File: src/rtl/rx_descrambler_lane.sv
// Per-lane receive descrambler: Gen1/2 16-bit LFSR with COM/SKP handling and
// Gen3 23-bit LFSR with 128b/130b block tracking. Everything is registered once.
module rx_descrambler_lane #(
  parameter int          GEN1_PIPEWIDTH = 8,
  parameter int          GEN2_PIPEWIDTH = 16,
  parameter int          GEN3_PIPEWIDTH = 32,
  parameter logic [22:0] LANE_SEED      = 23'h1DBFBC
) (
  input  logic        clk,
  input  logic        reset,
  input  logic [2:0]  GEN,
  input  logic [31:0] pipeData,
  input  logic [3:0]  pipeDataK,
  input  logic        pipeDataValid,
  input  logic        pipeStartBlock,
  input  logic [1:0]  pipeSyncHeader,
  output logic [31:0] descramblerData,
  output logic [3:0]  descramblerDataK,
  output logic        descramblerDataValid,
  output logic [1:0]  descramblerSyncHeader
);

  localparam logic [15:0] SEED16 = 16'hFFFF;
  localparam logic [15:0] POLY16 = 16'h0039;
  localparam logic [22:0] POLY23 = 23'h210125;
  localparam logic [7:0]  COM    = 8'hBC;
  localparam logic [7:0]  SKP    = 8'h1C;
  localparam int          NB1    = GEN1_PIPEWIDTH / 8;
  localparam int          NB2    = GEN2_PIPEWIDTH / 8;
  localparam int          NB3    = GEN3_PIPEWIDTH / 8;

  typedef enum logic [1:0] {RATE_G1, RATE_G2, RATE_G3} rate_e;

  // Bit-serial LFSR helpers: key bits leave LSB first, one shift per bit.
  function automatic logic [15:0] adv16(input logic [15:0] s);
    logic [15:0] r;
    r = s;
    for (int i = 0; i < 8; i++) r = r[15] ? ({r[14:0], 1'b0} ^ POLY16) : {r[14:0], 1'b0};
    return r;
  endfunction

  function automatic logic [7:0] key16(input logic [15:0] s);
    logic [15:0] r;
    logic [7:0]  k;
    r = s;
    for (int i = 0; i < 8; i++) begin
      k[i] = r[15];
      r = r[15] ? ({r[14:0], 1'b0} ^ POLY16) : {r[14:0], 1'b0};
    end
    return k;
  endfunction

  function automatic logic [22:0] adv23(input logic [22:0] s);
    logic [22:0] r;
    r = s;
    for (int i = 0; i < 8; i++) r = r[22] ? ({r[21:0], 1'b0} ^ POLY23) : {r[21:0], 1'b0};
    return r;
  endfunction

  function automatic logic [7:0] key23(input logic [22:0] s);
    logic [22:0] r;
    logic [7:0]  k;
    r = s;
    for (int i = 0; i < 8; i++) begin
      k[i] = r[22];
      r = r[22] ? ({r[21:0], 1'b0} ^ POLY23) : {r[21:0], 1'b0};
    end
    return k;
  endfunction

  logic [15:0] lfsr16_q, lfsr16_d;
  logic [22:0] lfsr23_q, lfsr23_d;
  logic        blk_os_q, blk_os_d;
  rate_e       rate_q, rate_d;
  logic [31:0] data_q, data_d;
  logic [3:0]  k_q, k_d;
  logic        vld_q, vld_d;
  logic [1:0]  hdr_q, hdr_d;

  rate_e       rate;
  int          nbytes;
  logic [15:0] l16;
  logic [22:0] l23;
  logic        blk_os;
  logic [7:0]  b;

  always_comb begin
    case (GEN)
      3'd2:    rate = RATE_G2;
      3'd3:    rate = RATE_G3;
      default: rate = RATE_G1;
    endcase
    case (rate)
      RATE_G2: nbytes = NB2;
      RATE_G3: nbytes = NB3;
      default: nbytes = NB1;
    endcase

    // A rate change restarts both keystreams so this cycle sees the fresh seed.
    l16    = (rate != rate_q) ? SEED16 : lfsr16_q;
    l23    = (rate != rate_q) ? LANE_SEED : lfsr23_q;
    blk_os = blk_os_q;
    if (rate == RATE_G3 && pipeDataValid && pipeStartBlock) blk_os = (pipeSyncHeader != 2'b10);

    b      = 8'h00;
    data_d = '0;
    k_d    = '0;
    hdr_d  = 2'b00;
    vld_d  = pipeDataValid;
    if (pipeDataValid) begin
      for (int n = 0; n < 4; n++) begin
        if (n < nbytes) begin
          b = pipeData[8*n +: 8];
          if (rate == RATE_G3) begin
            if (blk_os) begin
              data_d[8*n +: 8] = b;
            end else begin
              data_d[8*n +: 8] = b ^ key23(l23);
              l23 = adv23(l23);
            end
          end else begin
            k_d[n] = pipeDataK[n];
            if (pipeDataK[n] && b == COM) begin
              data_d[8*n +: 8] = b;
              l16 = SEED16;
            end else if (pipeDataK[n] && b == SKP) begin
              data_d[8*n +: 8] = b;
            end else if (pipeDataK[n]) begin
              data_d[8*n +: 8] = b;
              l16 = adv16(l16);
            end else begin
              data_d[8*n +: 8] = b ^ key16(l16);
              l16 = adv16(l16);
            end
          end
        end
      end
      if (rate == RATE_G3) begin
        hdr_d = blk_os ? 2'b01 : 2'b10;
        // EIEOS: ordered-set block opening with 00 rewinds the keystream.
        if (pipeStartBlock && blk_os && pipeData[7:0] == 8'h00) l23 = LANE_SEED;
      end
    end

    lfsr16_d = l16;
    lfsr23_d = l23;
    blk_os_d = blk_os;
    rate_d   = rate;
  end

  always_ff @(posedge clk) begin
    if (reset) begin
      lfsr16_q <= SEED16;
      lfsr23_q <= LANE_SEED;
      blk_os_q <= 1'b1;
      rate_q   <= RATE_G1;
      data_q   <= '0;
      k_q      <= '0;
      vld_q    <= 1'b0;
      hdr_q    <= 2'b00;
    end else begin
      lfsr16_q <= lfsr16_d;
      lfsr23_q <= lfsr23_d;
      blk_os_q <= blk_os_d;
      rate_q   <= rate_d;
      data_q   <= data_d;
      k_q      <= k_d;
      vld_q    <= vld_d;
      hdr_q    <= hdr_d;
    end
  end

  assign descramblerData       = data_q;
  assign descramblerDataK      = k_q;
  assign descramblerDataValid  = vld_q;
  assign descramblerSyncHeader = hdr_q;

endmodule

File: config.mk
export PLATFORM = sky130hd
export DESIGN_NAME = rx_descrambler_lane
export DESIGN_NICKNAME = d
export VERILOG_FILES = /design/src/rtl/rx_descrambler_lane.sv
export SDC_FILE = /design/constraint.sdc
export NUM_CORES = 1
export LEC_CHECK = 0
export CORE_MARGIN = 2
export CORE_UTILIZATION = 45
export CTS_CLUSTER_SIZE = 40
export DETAILED_ROUTE_END_ITERATION = 10
export GPL_ROUTABILITY_DRIVEN = 0
export HOLD_SLACK_MARGIN = 0.12
export MAX_ROUTING_LAYER = met4
export PLACE_DENSITY = 0.78
export SLEW_MARGIN = 20
export SYNTH_ARGS = -nofsm -noshare
export SYNTH_HDL_FRONTEND = slang
export SYNTH_SLANG_ARGS = --single-unit
File: constraint.sdc
create_clock -name clk -period 6.5 [get_ports clk]
set_input_delay 0.975 -clock clk [delete_from_list [all_inputs] [get_ports clk]]
set_output_delay 0.975 -clock clk [all_outputs]
set_load 0.03 [all_outputs]
After elaboration in Yosys (flattened, before gate mapping)

Cells that the tools add are included.

Bits in registers: 81
Bits of input ports: 45
Output and inout port bits: 39
Word-level logic and storage cells: 260

Order comparisons: 4
Equal/unequal tests: 14
Mux-type cells: 128
Bitwise operators: 78
Reductions and logical operators: 22

Operators with widths:

| cell                  | count |
|---|---|
| $mux W22              | 32 |
| $mux W23              | 19 |
| $mux W16              | 21 |
| $mux W6               | 32 |
| $not A6 Y6            | 32 |
| $mux W8               | 20 |
| $not A4 Y4            | 32 |
| $lt A3 B32 Y1 const A | 2 |
| $xor A8 B8 Y8         | 8 |
| $eq A8 B5 Y1 const B  | 4 |
| $eq A8 B8 Y1 const B  | 4 |
| $lt A1 B32 Y1 const A | 1 |
| $lt A2 B32 Y1 const A | 1 |
| $reduce_or A4 Y1      | 4 |
| $reduce_or A3 Y1      | 5 |
| $logic_and A1 B1 Y1   | 12 |
| $logic_not A8 Y1      | 1 |
| $eq A3 B2 Y1 const B  | 2 |
| $not A1 Y1            | 6 |
| $pmux W3 S2           | 1 |
| $pmux W2 S2           | 1 |
| $eq A2 B1 Y1 const B  | 1 |
| $eq A2 B2 Y1 const B  | 1 |
| $mux W2               | 1 |
| 3 further kinds       | 3 |

Longest topological paths before layout

Depth in word-level cells: 88
Mapped depth: 20
Depth with buffers taken out: 18

Worst setup path before layout

OpenSTA, ideal clock, no wires.

Path kind: input-to-reg
From: input GEN[1]
To: register lfsr23_q[21]
Setup time: 117 ps
Arrival time: 5375 ps
Required time: 6383 ps
Path slack: 1008 ps
Stages: 17
Buffers on the path: 0
Cell sequence: nor2b_1 nand2b_1 ha_1 nor4bb_1 o21ai_1 a21oi_1 o22a_1 xor2_1 mux2i_1 xor2_1 xor2_4 xnor2_2 xnor3_2 xnor2_4 xor2_4 xnor2_1 a22o_1

Word-level cells in the longest chain between the ends: 60
Elaborated cells between the ends (all ways): 97
Those cells by class: order compare (4); eq/ne (5); mux (54); bitwise (30); reduce/logical (4)

RTL lines:

| element                | line | text |
|---|---|---|
| start: declaration     | 11   | `input logic [2:0] GEN,` |
| $eq A3 B2 Y1           | 88   | `case (GEN)` |
| $pmux W2 S2 *          | 88   |  |
| $ne A2 B2 Y1           | 101  | `l23 = (rate != rate_q) ? LANE_SEED : lfsr23_q;` |
| $mux W23               | 101  |  |
| $mux W22 (3 in series) | 56   | `for (int i = 0; i < 8; i++) r = r[22] ? ({r[21:0], 1'b0} ^ POLY23) : {r[21:0], 1'b0};` |
| $not A6 Y6 (no line)   | --   |  |
| $mux W22 (5 in series) | 56   |  |
| $mux W23               | 115  | `if (blk_os) begin` |
| [38 not listed]        | --   |  |
| $not A6 Y6 (no line)   | --   |  |
| $mux W22               | 56   |  |
| $mux W23               | 115  |  |
| $mux W23               | 114  | `if (rate == RATE_G3) begin` |
| $mux W23               | 112  | `if (n < nbytes) begin` |
| $mux W23               | 141  | `if (pipeStartBlock && blk_os && pipeData[7:0] == 8'h00) l23 = LANE_SEED;` |
| $mux W23               | 138  | `if (rate == RATE_G3) begin` |
| $mux W23 *             | 110  | `if (pipeDataValid) begin` |
| end signal: assignment | 163  | `lfsr23_q <= lfsr23_d;` |
| end: declaration       | 72   | `logic [22:0] lfsr23_q, lfsr23_d;` |

Every way passes the cells marked *; elsewhere a longest branch is shown, timed or not. The select of a mux whose other input is x is not followed.
A chain may end at the register's enable or synchronous reset.

Final worst setup path

Ends and elaborated chain as after synthesis.

==> flow_metrics.py <==
metrics = {
    "status": {
        "outcome": "finished, final reports clean",
    },
    "synth": {
        "ys.flop_type": "dfxtp_1",
        "synth-seq-cells": 81,
        "synth-async-reset-ratio_pct": 0,
        "yosysTopAreaCell": "dfxtp_1",
        "yosysTopAreaCellShare_pct": 22.47,
        "synth_warnings": 0,
        "synth_edf_count": 0,
        "synthTopCellsByArea": "dfxtp_1 22%, xnor2_1 15%, xor2_1 7.4%, nor2_1 6.4%, a21oi_1 3.8%",
        "syn_avg_cell_area_sq_um": 7.974,
        "synth.distinct_cells": 77,
        "netlist_area_sq_um": 7217,
        "netlist_instances": 905,
        "yosysSeqAreaShare_pct": 22.47,
    },
    "global_routing": {
        "grt_pass1_wl_um": 37330,
        "grt_antenna_before_repair": 0,
        "grt_pass1_vias": 6909,
        "grt-ovfl-total": 0,
        "grt_usage_pct": 29.32,
        "grt_start_max_net_pins": 52,
    },
    "sta": {
        "final.setup_skew_ns": 0.009715,
        "worst_pin_slew_ns": 0.8809,
        "tns_ns": 0,
        "worst_slew_margin_rel_pct": 41.07,
        "fin_crit_sh_pct": 91.79,
        "setup_viol": 0,
        "period_minus_slack_ns": 5.966,
        "rsz0062_at_grt": "false",
        "timing.final.hold_violations": 0,
        "fmax_ghz": 0.1676,
        "timing.final.ws_setup_ns": 0.5336,
        "finalMaxSlewViolations": 0,
    },
    "placed_design": {
        "pre_cts_slack_ns": 0.2464,
        "hpwl_um": 17850,
        "portBuffers": 83,
    },
    "pwr": {
        "p_leak_nw": 3.133,
        "power.density_nw_per_um2": 191.8,
        "ir_drop_v": 0.0001407,
        "combPwrFrac_pct": 32.4,
        "p_int_w": 0.001089,
        "p_switching_w": 0.0005663,
        "sw_frac_of_total_pct": 34.20,
        "power.share.clock_pct": 34.8,
        "seqPwrFrac_pct": 32.7,
    },
    "cells_and_area": {
        "final_cell_mix": "126 x xnor2_1, 122 x nor2_1, 82 x clkdlybuf4s50_1",
        "diodes": 0,
        "area_growth_pct": 19.63,
        "final_common_cell": "xnor2_1",
        "nets": 1012,
        "drive_above_1_share_pct": 8.969,
        "n_fill_cell": 1468,
    },
    "floorplanning": {
        "die_h_um": 130.6,
        "die_w_um": 130.6,
        "rows": 46,
        "initial_core_util_pct": 45.76,
        "num_io_pins": 84,
        "dieArea_sq_um": 17070,
        "core_area_sq_um": 15770,
    },
    "route": {
        "drc": 0,
        "drtIter0Drc": 969,
        "routed_wirelength_um": 24080,
        "postRouteAntennaNets": 0,
        "routedWlPerCell_um": 20.30,
        "vias_per_cell": 6.133,
        "drt_first_pass_iters": 5,
        "vias": 7274,
    },
    "worst_setup_path": {
        "cp-end-kind": "flip-flop",
        "crit_slowest_cell": "mux2i_1",
        "required_ns": 6.75,
        "cp_cell_sequence": "clkdlybuf4s50_1, nor2b_1, nand2_1, inv_1, ha_1, o21a_1, buf_4, mux2_2, nor3b_1, a211oi_1, o31ai_4, xor2_1, xnor2_1, xnor3_1, nand2_1, mux2i_1, xor2_4, xnor2_1, a22o_1",
        "slowest_delay_ns": 0.48,
        "startpoint_type": "input port",
        "worstPathMaxFanout": 19,
        "crit_type": "input port to flip-flop",
        "arrival_ns": 6.21,
    },
    "clock_tree": {
        "ctsResizeCount": 0,
        "cts.htree.levels": 3,
        "cts_hold_buf": 0,
        "cts_buffers": 9,
        "cts.path.max_buffers": 2,
        "root_buffer": "clkbuf_16",
        "clk_latency_ns": 0.36,
        "cts.sinks": 81,
        "postCtsSetupBuffers": 0,
        "path_clk_slew_ns": 0.07,
        "cts_tree": "yes",
    },
    "run": {
        "cap_violations": 0,
    },
    "min_path": {
        "hold_class": "flip-flop to flip-flop",
    },
}
==> sequential cells by signal (all words and copies together), names as in the netlist <==
register,flops
blk_os_q,1
descramblerDataValid,1
lfsr16_q,16
descramblerData,32
descramblerDataK,4
lfsr23_q,23
descramblerSyncHeader,2
rate_q,2
==> cell families (layout without fill, tap and decap cells) <==
group | Yosys count | after routing | share of synthesized area, %
flops | 81 | 81 | 22.47
mux | 14 | 14 | 2.046
other cells | 1 | 2 | 0.05196
simple gates | 289 | 289 | 18.57
xor+xnor | 215 | 215 | 31.47
fa+ha+maj | 2 | 2 | 0.3467
compound gates | 229 | 229 | 20.87
buf+inv | 74 | 138 | 4.178
==> metrics by stage <==
step           area [sq um]  std cells  hold slack [ns]  total power (W)  utilization (%)
3_5_place_dp           8302       1170           0.5318         0.001072            52.64
6_report               8633       1186           0.5422         0.001656            54.74
5_1_grt                8633       1186           0.5633         0.001725            54.74
4_1_cts                8633       1186           0.5483         0.001647            54.74
2_1_floorplan          7221        906           0.4669        0.0009237                -
3_3_place_gp           8302       1170           0.5183         0.001064            52.64
==> worst paths after layout <==
path / start / end / slack [ns] / depth (start not counted)
min reg2reg: lfsr23_q[3] / lfsr23_q[3] / 0.54 / 2
max reg2reg: lfsr23_q[22] / lfsr23_q[6] / 1.19 / 16
min: lfsr23_q[3] / lfsr23_q[3] / 0.54 / 2
max: GEN[1] / lfsr23_q[21] / 0.53 / 19
==> synthesized netlist by cell type, drive strengths merged, types with 4 or more instances <==
| library cell | number |
|---|---|
| inv | 9 |
| nor3b | 4 |
| a211oi | 7 |
| nor3 | 26 |
| a211o | 8 |
| o21a | 8 |
| o32ai | 6 |
| mux2i | 11 |
| xnor2 | 132 |
| xor2 | 65 |
| nand2b | 16 |
| o21ai | 54 |
| o221ai | 7 |
| a31oi | 5 |
| or3 | 6 |
| o31ai | 6 |
| o22ai | 36 |
| xnor3 | 15 |
| buf | 18 |
| o211ai | 5 |
| nor2 | 125 |
| dfxtp | 81 |
| a21oi | 56 |
| a22oi | 9 |
| and2 | 9 |
| nand4 | 7 |
| clkbuf | 47 |
| or2 | 12 |
| nand2 | 63 |
==> metal layers <==
layer | routed length (um) | track usage, % | part of all wire [%] | up-vias
met1 | 9310 | 36.46 | 39 | 3370
met4 | 1136 | 13.89 | 4.7 | 0
met5 | 0 | - | 0 | -
met2 | 10680 | 44.36 | 44 | 529
met3 | 2950 | 7.858 | 12 | 108
li1 | - | - | - | 3267
==> critical path, delay by kind of cell <==
| family | cells | cell delay, ns |
|---|---|---|
| buffers and inverters | 3 | 0.88 |
| adders and majority gates | 1 | 0.16 |
| AOI/OAI and AO/OA | 4 | 1.13 |
| muxes | 2 | 0.88 |
| xor gates and xnor gates | 5 | 1.12 |
| and+or+nand+nor | 4 | 1.04 |
==> layout make-up <==
| cell class | instances | area, sq um | area share (%) |
|---|---|---|---|
| multi-input combinational | 751 | 5313 | 61.54 |
| sequential | 81 | 1622 | 18.78 |
| timing repair buffer | 113 | 1064 | 12.32 |
| tap | 216 | 270.3 | 3.130 |
| clock buffer | 9 | 225.2 | 2.609 |
| clock inverter | 7 | 106.4 | 1.232 |
| inverter | 9 | 33.78 | 0.3913 |
==> power groups by stage <==
| stage | Sequential [W] | Clock (W) | Combinational [W] |
|---|---|---|---|
| 3_3_place_gp | 0.000552 | 0 | 0.000512 |
| 4_1_cts | 0.000541 | 0.000582 | 0.000524 |
| 6_report | 0.000542 | 0.000577 | 0.000537 |
| 2_1_floorplan | 0.000551 | 0 | 0.000373 |
| 3_5_place_dp | 0.000552 | 0 | 0.000520 |
| 5_1_grt | 0.000544 | 0.000604 | 0.000577 |
No activity file was read; power rests on OpenSTA's default activity.
